## src/rtl/slider_pkg.sv

```systemverilog
// Shared definitions for the two-axis slider: axis FSM encoding and default geometry.
package slider_pkg;

  typedef enum logic [1:0] {
    IDLE    = 2'd0,
    RUN_POS = 2'd1,
    RUN_NEG = 2'd2
  } axisState_t;

  localparam int DEF_W           = 10;
  localparam int DEF_X_MIN       = 10;
  localparam int DEF_X_MAX       = 630;
  localparam int DEF_Y_MIN       = 10;
  localparam int DEF_Y_MAX       = 470;
  localparam int DEF_X_INIT      = 320;
  localparam int DEF_Y_INIT      = 240;
  localparam int DEF_MAX_SPEED   = 4;
  localparam int DEF_ACCEL_TICKS = 4;
  localparam int DEF_SPEED_W     = $clog2(DEF_MAX_SPEED + 1);

endpackage

```

## src/rtl/slider_motion_ctrl_if.sv

```systemverilog
// Key, load and position signals between the key debouncers, the slider and the sprite renderer.
interface slider_motion_ctrl_if #(parameter int W = 10);

  logic         iFrame_tick;
  logic         iSlider_go;
  logic         iSlider_back;
  logic         iSlider_up;
  logic         iSlider_down;
  logic         iLoad;
  logic [W-1:0] iLoad_x;
  logic [W-1:0] iLoad_y;
  logic [W-1:0] oSlider_x;
  logic [W-1:0] oSlider_y;
  logic         oHit_x;
  logic         oHit_y;
  logic         oMoving;

  modport master (
    output iFrame_tick, iSlider_go, iSlider_back, iSlider_up, iSlider_down,
    output iLoad, iLoad_x, iLoad_y,
    input  oSlider_x, oSlider_y, oHit_x, oHit_y, oMoving
  );

  modport slave (
    input  iFrame_tick, iSlider_go, iSlider_back, iSlider_up, iSlider_down,
    input  iLoad, iLoad_x, iLoad_y,
    output oSlider_x, oSlider_y, oHit_x, oHit_y, oMoving
  );

endinterface

```

## src/rtl/slider_axis.sv

```systemverilog
// One slider axis: direction FSM, accelerating speed, position with boundary clamp or wrap.
// Wrap-around at the boundaries instead of clamping is selected with `define SLIDER_WRAP_EN.
module slider_axis
  import slider_pkg::*;
#(
  parameter int W           = DEF_W,
  parameter int MIN         = DEF_X_MIN,
  parameter int MAX         = DEF_X_MAX,
  parameter int INIT        = DEF_X_INIT,
  parameter int MAX_SPEED   = DEF_MAX_SPEED,
  parameter int ACCEL_TICKS = DEF_ACCEL_TICKS
) (
  input  logic         iVGA_CLK,
  input  logic         iRST,
  input  logic         iTick,
  input  logic         iLoad,
  input  logic [W-1:0] iLoadVal,
  input  logic         iKeyPos,
  input  logic         iKeyNeg,
  output logic [W-1:0] oPos,
  output logic         oHit,
  output logic         oBusy
);

  localparam int SW = $clog2(MAX_SPEED + 1);
  localparam int CW = $clog2(ACCEL_TICKS + 1);
  localparam logic [W:0] MIN_W = (W+1)'(MIN);
  localparam logic [W:0] MAX_W = (W+1)'(MAX);
  localparam logic [W:0] ONE_W = (W+1)'(1);

  axisState_t    state, stateNext, want;
  logic [SW-1:0] speed, speedNext, speedBase;
  logic [CW-1:0] cnt, cntNext, cntInc;
  logic [W-1:0]  pos, posNext;
  logic          hit, hitNext;
  logic          onlyPos, onlyNeg, dirNeg, move;
  logic [W:0]    sum;

  always_ff @(posedge iVGA_CLK or posedge iRST) begin
    if (iRST) begin
      state <= IDLE;
      speed <= '0;
      cnt   <= '0;
      pos   <= W'(INIT);
      hit   <= 1'b0;
    end else begin
      state <= stateNext;
      speed <= speedNext;
      cnt   <= cntNext;
      pos   <= posNext;
      hit   <= hitNext;
    end
  end

  // The entry tick counts as the first tick of continuous motion toward acceleration.
  always_comb begin
    stateNext = state;
    speedNext = speed;
    cntNext   = cnt;
    posNext   = pos;
    hitNext   = 1'b0;
    onlyPos   = iKeyPos & ~iKeyNeg;
    onlyNeg   = iKeyNeg & ~iKeyPos;
    dirNeg    = onlyNeg;
    want      = onlyNeg ? RUN_NEG : RUN_POS;
    speedBase = (state != want) ? SW'(1) : speed;
    cntInc    = (state != want) ? CW'(1) : cnt + CW'(1);
    move      = 1'b0;
    sum       = '0;
    if (iLoad) begin
      if (iLoadVal >= W'(MAX))
        posNext = W'(MAX);
      else if (iLoadVal <= W'(MIN))
        posNext = W'(MIN);
      else
        posNext = iLoadVal;
      stateNext = IDLE;
      speedNext = '0;
      cntNext   = '0;
    end else if (iTick) begin
      if (onlyPos || onlyNeg) begin
        stateNext = want;
        move      = 1'b1;
        if (cntInc >= CW'(ACCEL_TICKS)) begin
          cntNext   = '0;
          speedNext = (speedBase == SW'(MAX_SPEED)) ? speedBase : speedBase + SW'(1);
        end else begin
          cntNext   = cntInc;
          speedNext = speedBase;
        end
      end else begin
        stateNext = IDLE;
        speedNext = '0;
        cntNext   = '0;
      end
    end
    if (move) begin
      // Bit W of sum flags an underflow below zero when moving negative.
      sum     = dirNeg ? ({1'b0, pos} - {{(W+1-SW){1'b0}}, speedBase})
                       : ({1'b0, pos} + {{(W+1-SW){1'b0}}, speedBase});
      posNext = sum[W-1:0];
`ifdef SLIDER_WRAP_EN
      if (!dirNeg && sum > MAX_W) begin
        posNext = W'(MIN_W + (sum - MAX_W - ONE_W));
        hitNext = 1'b1;
      end else if (dirNeg && (sum[W] || sum < MIN_W)) begin
        posNext = W'(MAX_W - (MIN_W - sum - ONE_W));
        hitNext = 1'b1;
      end
`else
      if ((!dirNeg && sum >= MAX_W) || (dirNeg && (sum[W] || sum <= MIN_W))) begin
        posNext   = dirNeg ? W'(MIN) : W'(MAX);
        hitNext   = 1'b1;
        stateNext = IDLE;
        speedNext = '0;
        cntNext   = '0;
      end
`endif
    end
  end

  always_comb begin
    oBusy = (state != IDLE);
    oPos  = pos;
    oHit  = hit;
  end

endmodule

```

## src/rtl/slider_motion_ctrl.sv

```systemverilog
// Two-axis slider position generator; x keyed by go/back, y by down/up, paced by the frame tick.
// Boundary wrap-around instead of clamping is selected with `define SLIDER_WRAP_EN.
module slider_motion_ctrl
  import slider_pkg::*;
#(
  parameter int W           = DEF_W,
  parameter int X_MIN       = DEF_X_MIN,
  parameter int X_MAX       = DEF_X_MAX,
  parameter int Y_MIN       = DEF_Y_MIN,
  parameter int Y_MAX       = DEF_Y_MAX,
  parameter int X_INIT      = DEF_X_INIT,
  parameter int Y_INIT      = DEF_Y_INIT,
  parameter int MAX_SPEED   = DEF_MAX_SPEED,
  parameter int ACCEL_TICKS = DEF_ACCEL_TICKS
) (
  input  logic                 iVGA_CLK,
  input  logic                 iRST,
  slider_motion_ctrl_if.slave  bus
);

  logic xBusy, yBusy;

  slider_axis #(
    .W(W), .MIN(X_MIN), .MAX(X_MAX), .INIT(X_INIT),
    .MAX_SPEED(MAX_SPEED), .ACCEL_TICKS(ACCEL_TICKS)
  ) axisX (
    .iVGA_CLK (iVGA_CLK),
    .iRST     (iRST),
    .iTick    (bus.iFrame_tick),
    .iLoad    (bus.iLoad),
    .iLoadVal (bus.iLoad_x),
    .iKeyPos  (bus.iSlider_go),
    .iKeyNeg  (bus.iSlider_back),
    .oPos     (bus.oSlider_x),
    .oHit     (bus.oHit_x),
    .oBusy    (xBusy)
  );

  // Screen y grows downward, so "down" is the positive direction.
  slider_axis #(
    .W(W), .MIN(Y_MIN), .MAX(Y_MAX), .INIT(Y_INIT),
    .MAX_SPEED(MAX_SPEED), .ACCEL_TICKS(ACCEL_TICKS)
  ) axisY (
    .iVGA_CLK (iVGA_CLK),
    .iRST     (iRST),
    .iTick    (bus.iFrame_tick),
    .iLoad    (bus.iLoad),
    .iLoadVal (bus.iLoad_y),
    .iKeyPos  (bus.iSlider_down),
    .iKeyNeg  (bus.iSlider_up),
    .oPos     (bus.oSlider_y),
    .oHit     (bus.oHit_y),
    .oBusy    (yBusy)
  );

  assign bus.oMoving = xBusy | yBusy;

endmodule

```

## src/flat_wrapper.sv

```systemverilog
// flat-port wrapper written by rule: the top's interface ports become plain ports
module slider_motion_ctrl_flat import slider_pkg::*;
#(
  parameter int W           = DEF_W,
  parameter int X_MIN       = DEF_X_MIN,
  parameter int X_MAX       = DEF_X_MAX,
  parameter int Y_MIN       = DEF_Y_MIN,
  parameter int Y_MAX       = DEF_Y_MAX,
  parameter int X_INIT      = DEF_X_INIT,
  parameter int Y_INIT      = DEF_Y_INIT,
  parameter int MAX_SPEED   = DEF_MAX_SPEED,
  parameter int ACCEL_TICKS = DEF_ACCEL_TICKS
)
  (iVGA_CLK, iRST, bus_iFrame_tick, bus_iSlider_go, bus_iSlider_back, bus_iSlider_up, bus_iSlider_down, bus_iLoad, bus_iLoad_x, bus_iLoad_y, bus_oSlider_x, bus_oSlider_y, bus_oHit_x, bus_oHit_y, bus_oMoving);
  slider_motion_ctrl_if #(.W(W)) bus_i ();
  input  logic iVGA_CLK;
  input  logic iRST;
  input wire logic [$bits(bus_i.iFrame_tick)-1:0] bus_iFrame_tick;
  input wire logic [$bits(bus_i.iSlider_go)-1:0] bus_iSlider_go;
  input wire logic [$bits(bus_i.iSlider_back)-1:0] bus_iSlider_back;
  input wire logic [$bits(bus_i.iSlider_up)-1:0] bus_iSlider_up;
  input wire logic [$bits(bus_i.iSlider_down)-1:0] bus_iSlider_down;
  input wire logic [$bits(bus_i.iLoad)-1:0] bus_iLoad;
  input wire logic [$bits(bus_i.iLoad_x)-1:0] bus_iLoad_x;
  input wire logic [$bits(bus_i.iLoad_y)-1:0] bus_iLoad_y;
  output wire logic [$bits(bus_i.oSlider_x)-1:0] bus_oSlider_x;
  output wire logic [$bits(bus_i.oSlider_y)-1:0] bus_oSlider_y;
  output wire logic [$bits(bus_i.oHit_x)-1:0] bus_oHit_x;
  output wire logic [$bits(bus_i.oHit_y)-1:0] bus_oHit_y;
  output wire logic [$bits(bus_i.oMoving)-1:0] bus_oMoving;
  assign bus_i.iFrame_tick = bus_iFrame_tick;
  assign bus_i.iSlider_go = bus_iSlider_go;
  assign bus_i.iSlider_back = bus_iSlider_back;
  assign bus_i.iSlider_up = bus_iSlider_up;
  assign bus_i.iSlider_down = bus_iSlider_down;
  assign bus_i.iLoad = bus_iLoad;
  assign bus_i.iLoad_x = bus_iLoad_x;
  assign bus_i.iLoad_y = bus_iLoad_y;
  assign bus_oSlider_x = bus_i.oSlider_x;
  assign bus_oSlider_y = bus_i.oSlider_y;
  assign bus_oHit_x = bus_i.oHit_x;
  assign bus_oHit_y = bus_i.oHit_y;
  assign bus_oMoving = bus_i.oMoving;
  slider_motion_ctrl #(.W(W), .X_MIN(X_MIN), .X_MAX(X_MAX), .Y_MIN(Y_MIN), .Y_MAX(Y_MAX), .X_INIT(X_INIT), .Y_INIT(Y_INIT), .MAX_SPEED(MAX_SPEED), .ACCEL_TICKS(ACCEL_TICKS)) u_core (.iVGA_CLK(iVGA_CLK), .iRST(iRST), .bus(bus_i));
endmodule
```

## config.mk

```make
export PLATFORM = sky130hd
export DESIGN_NAME = slider_motion_ctrl_flat
export DESIGN_NICKNAME = d
export VERILOG_FILES = /design/src/rtl/slider_pkg.sv /design/src/rtl/slider_motion_ctrl_if.sv /design/src/rtl/slider_axis.sv /design/src/rtl/slider_motion_ctrl.sv /design/src/flat_wrapper.sv
export SDC_FILE = /design/constraint.sdc
export NUM_CORES = 1
export LEC_CHECK = 0
export ABC_AREA = 0
export CAP_MARGIN = 25
export CELL_PAD_IN_SITES_DETAIL_PLACEMENT = 2
export CELL_PAD_IN_SITES_GLOBAL_PLACEMENT = 2
export CORE_MARGIN = 4
export CORE_UTILIZATION = 33
export CTS_CLUSTER_SIZE = 20
export DETAILED_ROUTE_END_ITERATION = 10
export GPL_ROUTABILITY_DRIVEN = 0
export PLACE_DENSITY_LB_ADDON = 0.25
export SKIP_CTS_REPAIR_TIMING = 1
export SLEW_MARGIN = 20
export SYNTH_ARGS = -nofsm -noshare
export SYNTH_HDL_FRONTEND = slang
export SYNTH_HIERARCHICAL = 1
export SYNTH_SLANG_ARGS = --single-unit
```

## constraint.sdc

```tcl
create_clock -name iVGA_CLK -period 5.15 [get_ports iVGA_CLK]
set_input_delay 1.03 -clock iVGA_CLK [delete_from_list [all_inputs] [get_ports iVGA_CLK]]
set_output_delay 1.03 -clock iVGA_CLK [all_outputs]
set_load 0.01 [all_outputs]
```

# Word level (Yosys, flattened, before mapping)
# Index checks and enable logic that the tools add are counted.
totals:
  in_bits: 28
  reg_bits: 38
  output_inout_bits: 23
classes:
  addsub: 8
  n_bitwise: 9
  n_eq_ne: 4
  n_reduce_logical: 16
  order_cmp: 10
  mux: 66
op_table:
  columns: ["cell", "count"]
  rows:
  - ["$mux W10", 11]
  - ["$mux W3", 30]
  - ["$mux W2", 12]
  - ["$add A10 B3 Y11", 2]
  - ["$le A11 B4 Y1 const B", 2]
  - ["$mux W11", 2]
  - ["$sub A10 B3 Y11", 2]
  - ["$le A10 B4 Y1 const B", 2]
  - ["$add A3 B1 Y3 const B", 4]
  - ["$ge A11 B10 Y1 const B", 1]
  - ["$ge A11 B9 Y1 const B", 1]
  - ["$ge A10 B10 Y1 const B", 1]
  - ["$ge A10 B9 Y1 const B", 1]
  - ["$mux W1", 10]
  - ["$mux W9", 1]
  - ["$reduce_bool A2 Y1", 4]
  - ["$eq A3 B3 Y1 const B", 2]
  - ["$ge A3 B3 Y1 const B", 2]
  - ["$logic_or A1 B1 Y1", 6]
  - ["$and A1 B1 Y1", 4]
  - ["$logic_and A1 B1 Y1", 4]
  - ["$ne A2 B2 Y1", 2]
  - ["$not A1 Y1", 4]
  - ["$logic_not A1 Y1", 2]
  - ["$or A1 B1 Y1", 1]

# Logic depth before layout (Yosys ltp)
# Gate-level depths: netlist (run 1).
logic_depth:
  word_depth: 13
  mapped_depth: 21

# Cells and area by module
# The synthesis (run 1) kept the hierarchy.
by_module_without_submodules:
  columns: ["mod", "area_per_inst_um2", "seq_area_each_um2", "cells_each", "instances"]
  rows:
  - ["slider_axis (u_core.axisY)", 1845.5, 480.5, 221, 1]
  - ["slider_axis (u_core.axisX)", 1727.9, 478.0, 202, 1]
  - ["slider_motion_ctrl", 6.3, 0.0, 1, 1]

# Least setup slack after synthesis (run 1)
# No wires, ideal clock.
synth_path:
  kind: "input-to-reg"
  from: "input bus_iSlider_go"
  to: "register u_core.axisX.pos[7], in the netlist u_core/axisX/oPos[7]"
  setup_time_ps: 126
  arrival_time_ps: 4995
  t_required_ps: 5024
  path_slack_ps: 29
  path_buffers: 2
  cell_stages: 19
  cell_sequence: "inv_1 > ha_1 > clkbuf_1 > nand2_1 > o21ai_1 > nand2_1 > ha_1 > ha_1 > or2_2 > ha_1 > nand2_1 > a211oi_2 > nor3_1 > o31ai_1 > xor2_1 > or4b_1 > buf_2 > and4_4 > a221o_1"
synth_via:
  elab_chain_cells: 13
synth_rtl:
  columns: ["item", "line_no", "source"]
  rows:
  - ["from (decl)", "flat_wrapper.sv:19", "input wire logic [$bits(bus_i.iSlider_go)-1:0] bus_iSlider_go;"]
  - ["$not A1 Y1", "slider_axis.sv:63", "onlyNeg = iKeyNeg & ~iKeyPos;"]
  - ["$and A1 B1 Y1", "slider_axis.sv:63", null]
  - ["$mux W2", "slider_axis.sv:65", "want = onlyNeg ? RUN_NEG : RUN_POS;"]
  - ["$ne A2 B2 Y1", "slider_axis.sv:66", "speedBase = (state != want) ? SW'(1) : speed;"]
  - ["$mux W3", "slider_axis.sv:66", null]
  - ["$add A10 B3 Y11 / $sub A10 B3 Y11 (equally long branches)", "slider_axis.sv:100, slider_axis.sv:99", null]
  - ["$mux W11", "slider_axis.sv:99", "sum = dirNeg ? ({1'b0, pos} - {{(W+1-SW){1'b0}}, speedBase})"]
  - ["$le A11 B4 Y1", "slider_axis.sv:111", "if ((!dirNeg && sum >= MAX_W) || (dirNeg && (sum[W] || sum <= MIN_W))) begin"]
  - ["$logic_or A1 B1 Y1", "slider_axis.sv:111", null]
  - ["$logic_and A1 B1 Y1", "slider_axis.sv:111", null]
  - ["$logic_or A1 B1 Y1", "slider_axis.sv:111", null]
  - ["$mux W10", "slider_axis.sv:111", null]
  - ["$mux W10", "slider_axis.sv:97", "if (move) begin"]
  - ["to (signal assigned)", "slider_axis.sv:44", "pos <= W'(INIT);"]
  - ["to (signal assigned)", "slider_axis.sv:50", "pos <= posNext;"]
  - ["to (decl)", "slider_axis.sv:34", "logic [W-1:0] pos, posNext;"]
# Several ways; a longest one is shown, not always the timed one.
# A chain may end at the register's enable or synchronous reset.

# Worst setup path in the final report (run 1)
layout_path:
  from: "input bus_iSlider_down"
  to: "register u_core.axisY.pos[2], in the netlist u_core/axisY/oPos[2]"
layout_via:
  elab_chain_cells: 13
layout_rtl:
  columns: ["item", "line_no", "source"]
  rows:
  - ["from (decl)", "flat_wrapper.sv:22", "input wire logic [$bits(bus_i.iSlider_down)-1:0] bus_iSlider_down;"]
  - ["$not A1 Y1", "slider_axis.sv:63", null]
  - ["$and A1 B1 Y1", "slider_axis.sv:63", null]
  - ["$mux W2", "slider_axis.sv:65", null]
  - ["$ne A2 B2 Y1", "slider_axis.sv:66", null]
  - ["$mux W3", "slider_axis.sv:66", null]
  - ["$add A10 B3 Y11 / $sub A10 B3 Y11 (equally long branches)", "slider_axis.sv:100, slider_axis.sv:99", null]
  - ["$mux W11", "slider_axis.sv:99", null]
  - ["$le A11 B4 Y1", "slider_axis.sv:111", null]
  - ["$logic_or A1 B1 Y1", "slider_axis.sv:111", null]
  - ["$logic_and A1 B1 Y1", "slider_axis.sv:111", null]
  - ["$logic_or A1 B1 Y1", "slider_axis.sv:111", null]
  - ["$mux W10", "slider_axis.sv:111", null]
  - ["$mux W10", "slider_axis.sv:97", null]
  - ["to (signal assigned)", "slider_axis.sv:44", null]
  - ["to (signal assigned)", "slider_axis.sv:50", null]
  - ["to (decl)", "slider_axis.sv:34", null]
# Several ways; a longest one is shown, not always the timed one.

==> flow_summary.ini, run 1 <==
[finish]
area_growth_pct = 47.0
final_nets = 623
fillers = 1141
layout_commonest_cell = buf_4
diodes = 0
final_cell_mix = buf_4 (82), clkdlybuf4s50_1 (48), nor2_1 (36), nand2_1 (33), dfrtp_1 (32)
stdcell_area_mm2 = 0.00526
final_util_pct = 50.3
drive_above_1_share_pct = 30.4

[drt]
ant_nets = 0
wl_mm = 20.0
dr.pass1.iters = 5
viasPerCell = 6.14
wire_per_inst_um = 28.8
vias = 4276
remaining_drc_errors = 0
drt_iter0_drc = 260

[timing]
fmax_ghz = 0.188
slew_viol_final = 0
period_share_pct = 103
fin_crit_ns = 5.31
whs_ns = 0.521
finalHoldViolCount = 0
relSlewSlack_pct = 31.6
setup_viol = 13
tightest_slew_ns = 1.02
clock_skew_ns = 0.0105
tns_ns = -0.854
setup_slack_ns = -0.162

[global_route]
met3_usage_pct = 3.50
grtUsageMet2_pct = 41.2
antenna_found_initial = 0
grt_use_total_pct = 24.0
grt_pass1_wl_mm = 24.2
met1_usage_pct = 31.6
gr-max-usage-layer = met2
grt-ovfl-total = 0
grt_pass1_vias = 4458
grt_max_degree = 26

[die]
die-area_mm2 = 0.0126
num_rows = 37
chipHeight_um = 112
die_w_um = 112
top_level_ports = 51
initial_core_util_pct = 34.2
core-area_mm2 = 0.0105

[clock_tree]
cts_tree = yes
root_buffer = clkbuf_8
path_clk_slew_ns = 0.10
cts_buffers = 5
htreeDepth = 2
cts.sinks = 38
clk_latency_ns = 0.32
cts_buffer_depth = 2

[worst_setup_path]
worstSetupStartpointType = primary input
required_ns = 5.33
path_max_fanout = 4
cp-end-kind = flop
cp_slowest_cell = clkdlybuf4s50_1
path_class = in -> reg
path_cells = clkdlybuf4s50_1 > inv_1 > ha_4 > nor2_2 > nand2_2 > o21ai_4 > nand2b_4 > inv_1 > ha_2 > ha_1 > mux2i_1 > ha_1 > a211oi_4 > nor2_1 > xor2_1 > a211o_1 > o41ai_2 > a211oi_2 > buf_4 > nor3_2 > o21ai_0
arrival_ns = 5.49
max_stage_delay_ns = 0.50

[logic_synthesis]
synth-edff-count = 0
async_reset_ff_share_pct = 100
synth_cells = 424
seq_area_frac_synth_pct = 26.8
ys_seq_elements = 38
syn_avg_cell_area_um2 = 8.44
synthFlopType = dfrtp_1
synth_area_mm2 = 0.00358
synthDistinctLibCells = 72
synth_nets = 488
yosysWarnings = 6

[status]
violations = setup timing
status = finished with violations

[place]
place_ws_ns = -0.734
hpwl_mm = 12.2
place_area_mm2 = 0.00476
io_buffers = 50

[job]
maxCapViolations = 0

[pwr]
irDropWorstVdd_mv = 0.150
leakage_uw = 0.00240
power_density_mw_per_mm2 = 330

[hold_path]
hp-class = reg -> reg
==> layer usage <==
metal  vias to the layer above  part of all wire, %
li1                       1819                    -
met1                      2171                   39
met2                       200                   50
met3                        86                  5.6
met4                         0                  5.2
met5                         -                    0
==> cell families after synthesis <==
| group | after synthesis | synth area share, % |
|---|---|---|
| flops | 38 | 26.8 |
| fa+ha+maj | 36 | 13.0 |
| xor+xnor | 19 | 5.07 |
| mux | 10 | 3.15 |
| compound gates | 142 | 28.3 |
| buf+inv | 40 | 4.51 |
| simple gates | 139 | 19.2 |
==> through the flow <==
stage	instances	total power, uW
3_5_place_dp	675	1240
3_3_place_gp	675	1180
4_1_cts	683	1480
6_report	696	1740
2_1_floorplan	424	796
5_1_grt	696	1800
==> state kept, by name, summed over array words and instances (netlist names) <==
signal / count
u_core/axisY/state: 2
u_core/axisX/oPos: 10
u_core/axisY/oPos: 10
u_core/axisY/oHit: 1
u_core/axisX/cnt: 3
u_core/axisY/cnt: 3
u_core/axisY/speed: 3
u_core/axisX/state: 2
u_core/axisX/speed: 3
u_core/axisX/oHit: 1
==> layout make-up <==
class | instances | area, um^2 | share of cell area (%)
clock buffer | 6 | 82.6 | 1.57
clock inverter | 2 | 12.5 | 0.238
inverter | 32 | 120 | 2.28
multi-input combinational | 346 | 2750 | 52.3
sequential | 38 | 958 | 18.2
tap | 136 | 170 | 3.23
timing repair buffer | 136 | 1170 | 22.2
==> worst max-delay path: cells and delay by family <==
kind | cells | cell delay, ns
AO/OA/AOI/OAI | 6 | 1.59
adder cells (fa/ha/maj) | 4 | 0.94
buffers and inverters | 4 | 0.86
AND/OR/NAND/NOR | 5 | 0.71
XOR/XNOR | 1 | 0.19
multiplexers | 1 | 0.17
==> synth_stat cells (all sizes together), types with 7 or more instances <==
cell | count | area [um^2]
a211oi | 11 | 97.6
a21o | 12 | 93.8
a21oi | 35 | 179
a31oi | 7 | 58.8
dfrtp | 32 | 801
ha | 34 | 425
inv | 32 | 120
mux2i | 10 | 113
nand2 | 37 | 139
nand2b | 11 | 68.8
nand3 | 9 | 45.0
nor2 | 38 | 143
nor3 | 7 | 35.0
o21ai | 23 | 115
o31ai | 7 | 52.6
or2 | 9 | 56.3
xor2 | 13 | 129
==> final timing paths <==
check                                      start                    end  slack, ns  cells after the start
hold / removal               u_core/axisX/cnt[2]    u_core/axisX/cnt[2]       0.52                      1
min in group asynchronous                   iRST  u_core/axisY/state[1]       1.31                      2
setup / recovery                bus_iSlider_down   u_core/axisY/oPos[2]      -0.16                     21
hold reg to reg              u_core/axisX/cnt[2]    u_core/axisX/cnt[2]       0.52                      1
max in group asynchronous                   iRST    u_core/axisX/cnt[1]       3.24                      2
setup reg to reg           u_core/axisX/state[1]   u_core/axisX/oPos[1]       0.73                     17
==> report_power, final <==
part | switching, uW | total (uW) | internal, uW
sequential | 40.3 | 374 | 334
combinational | 624 | 1120 | 500
clock | 133 | 241 | 108
Note: power is estimated with default switching activity, not from simulation.
==> run 2, diff against run 1 <==
--- a/config.mk
+++ b/config.mk
@@ -6,7 +6,7 @@
 export NUM_CORES = 1
 export LEC_CHECK = 0
 export ABC_AREA = 0
-export CAP_MARGIN = 25
+export CAP_MARGIN = 20
 export CELL_PAD_IN_SITES_DETAIL_PLACEMENT = 2
 export CELL_PAD_IN_SITES_GLOBAL_PLACEMENT = 2
 export CORE_MARGIN = 4
==> results of run 2 <==
No change in the layout: final DEF, timing and power equal those of run 1.
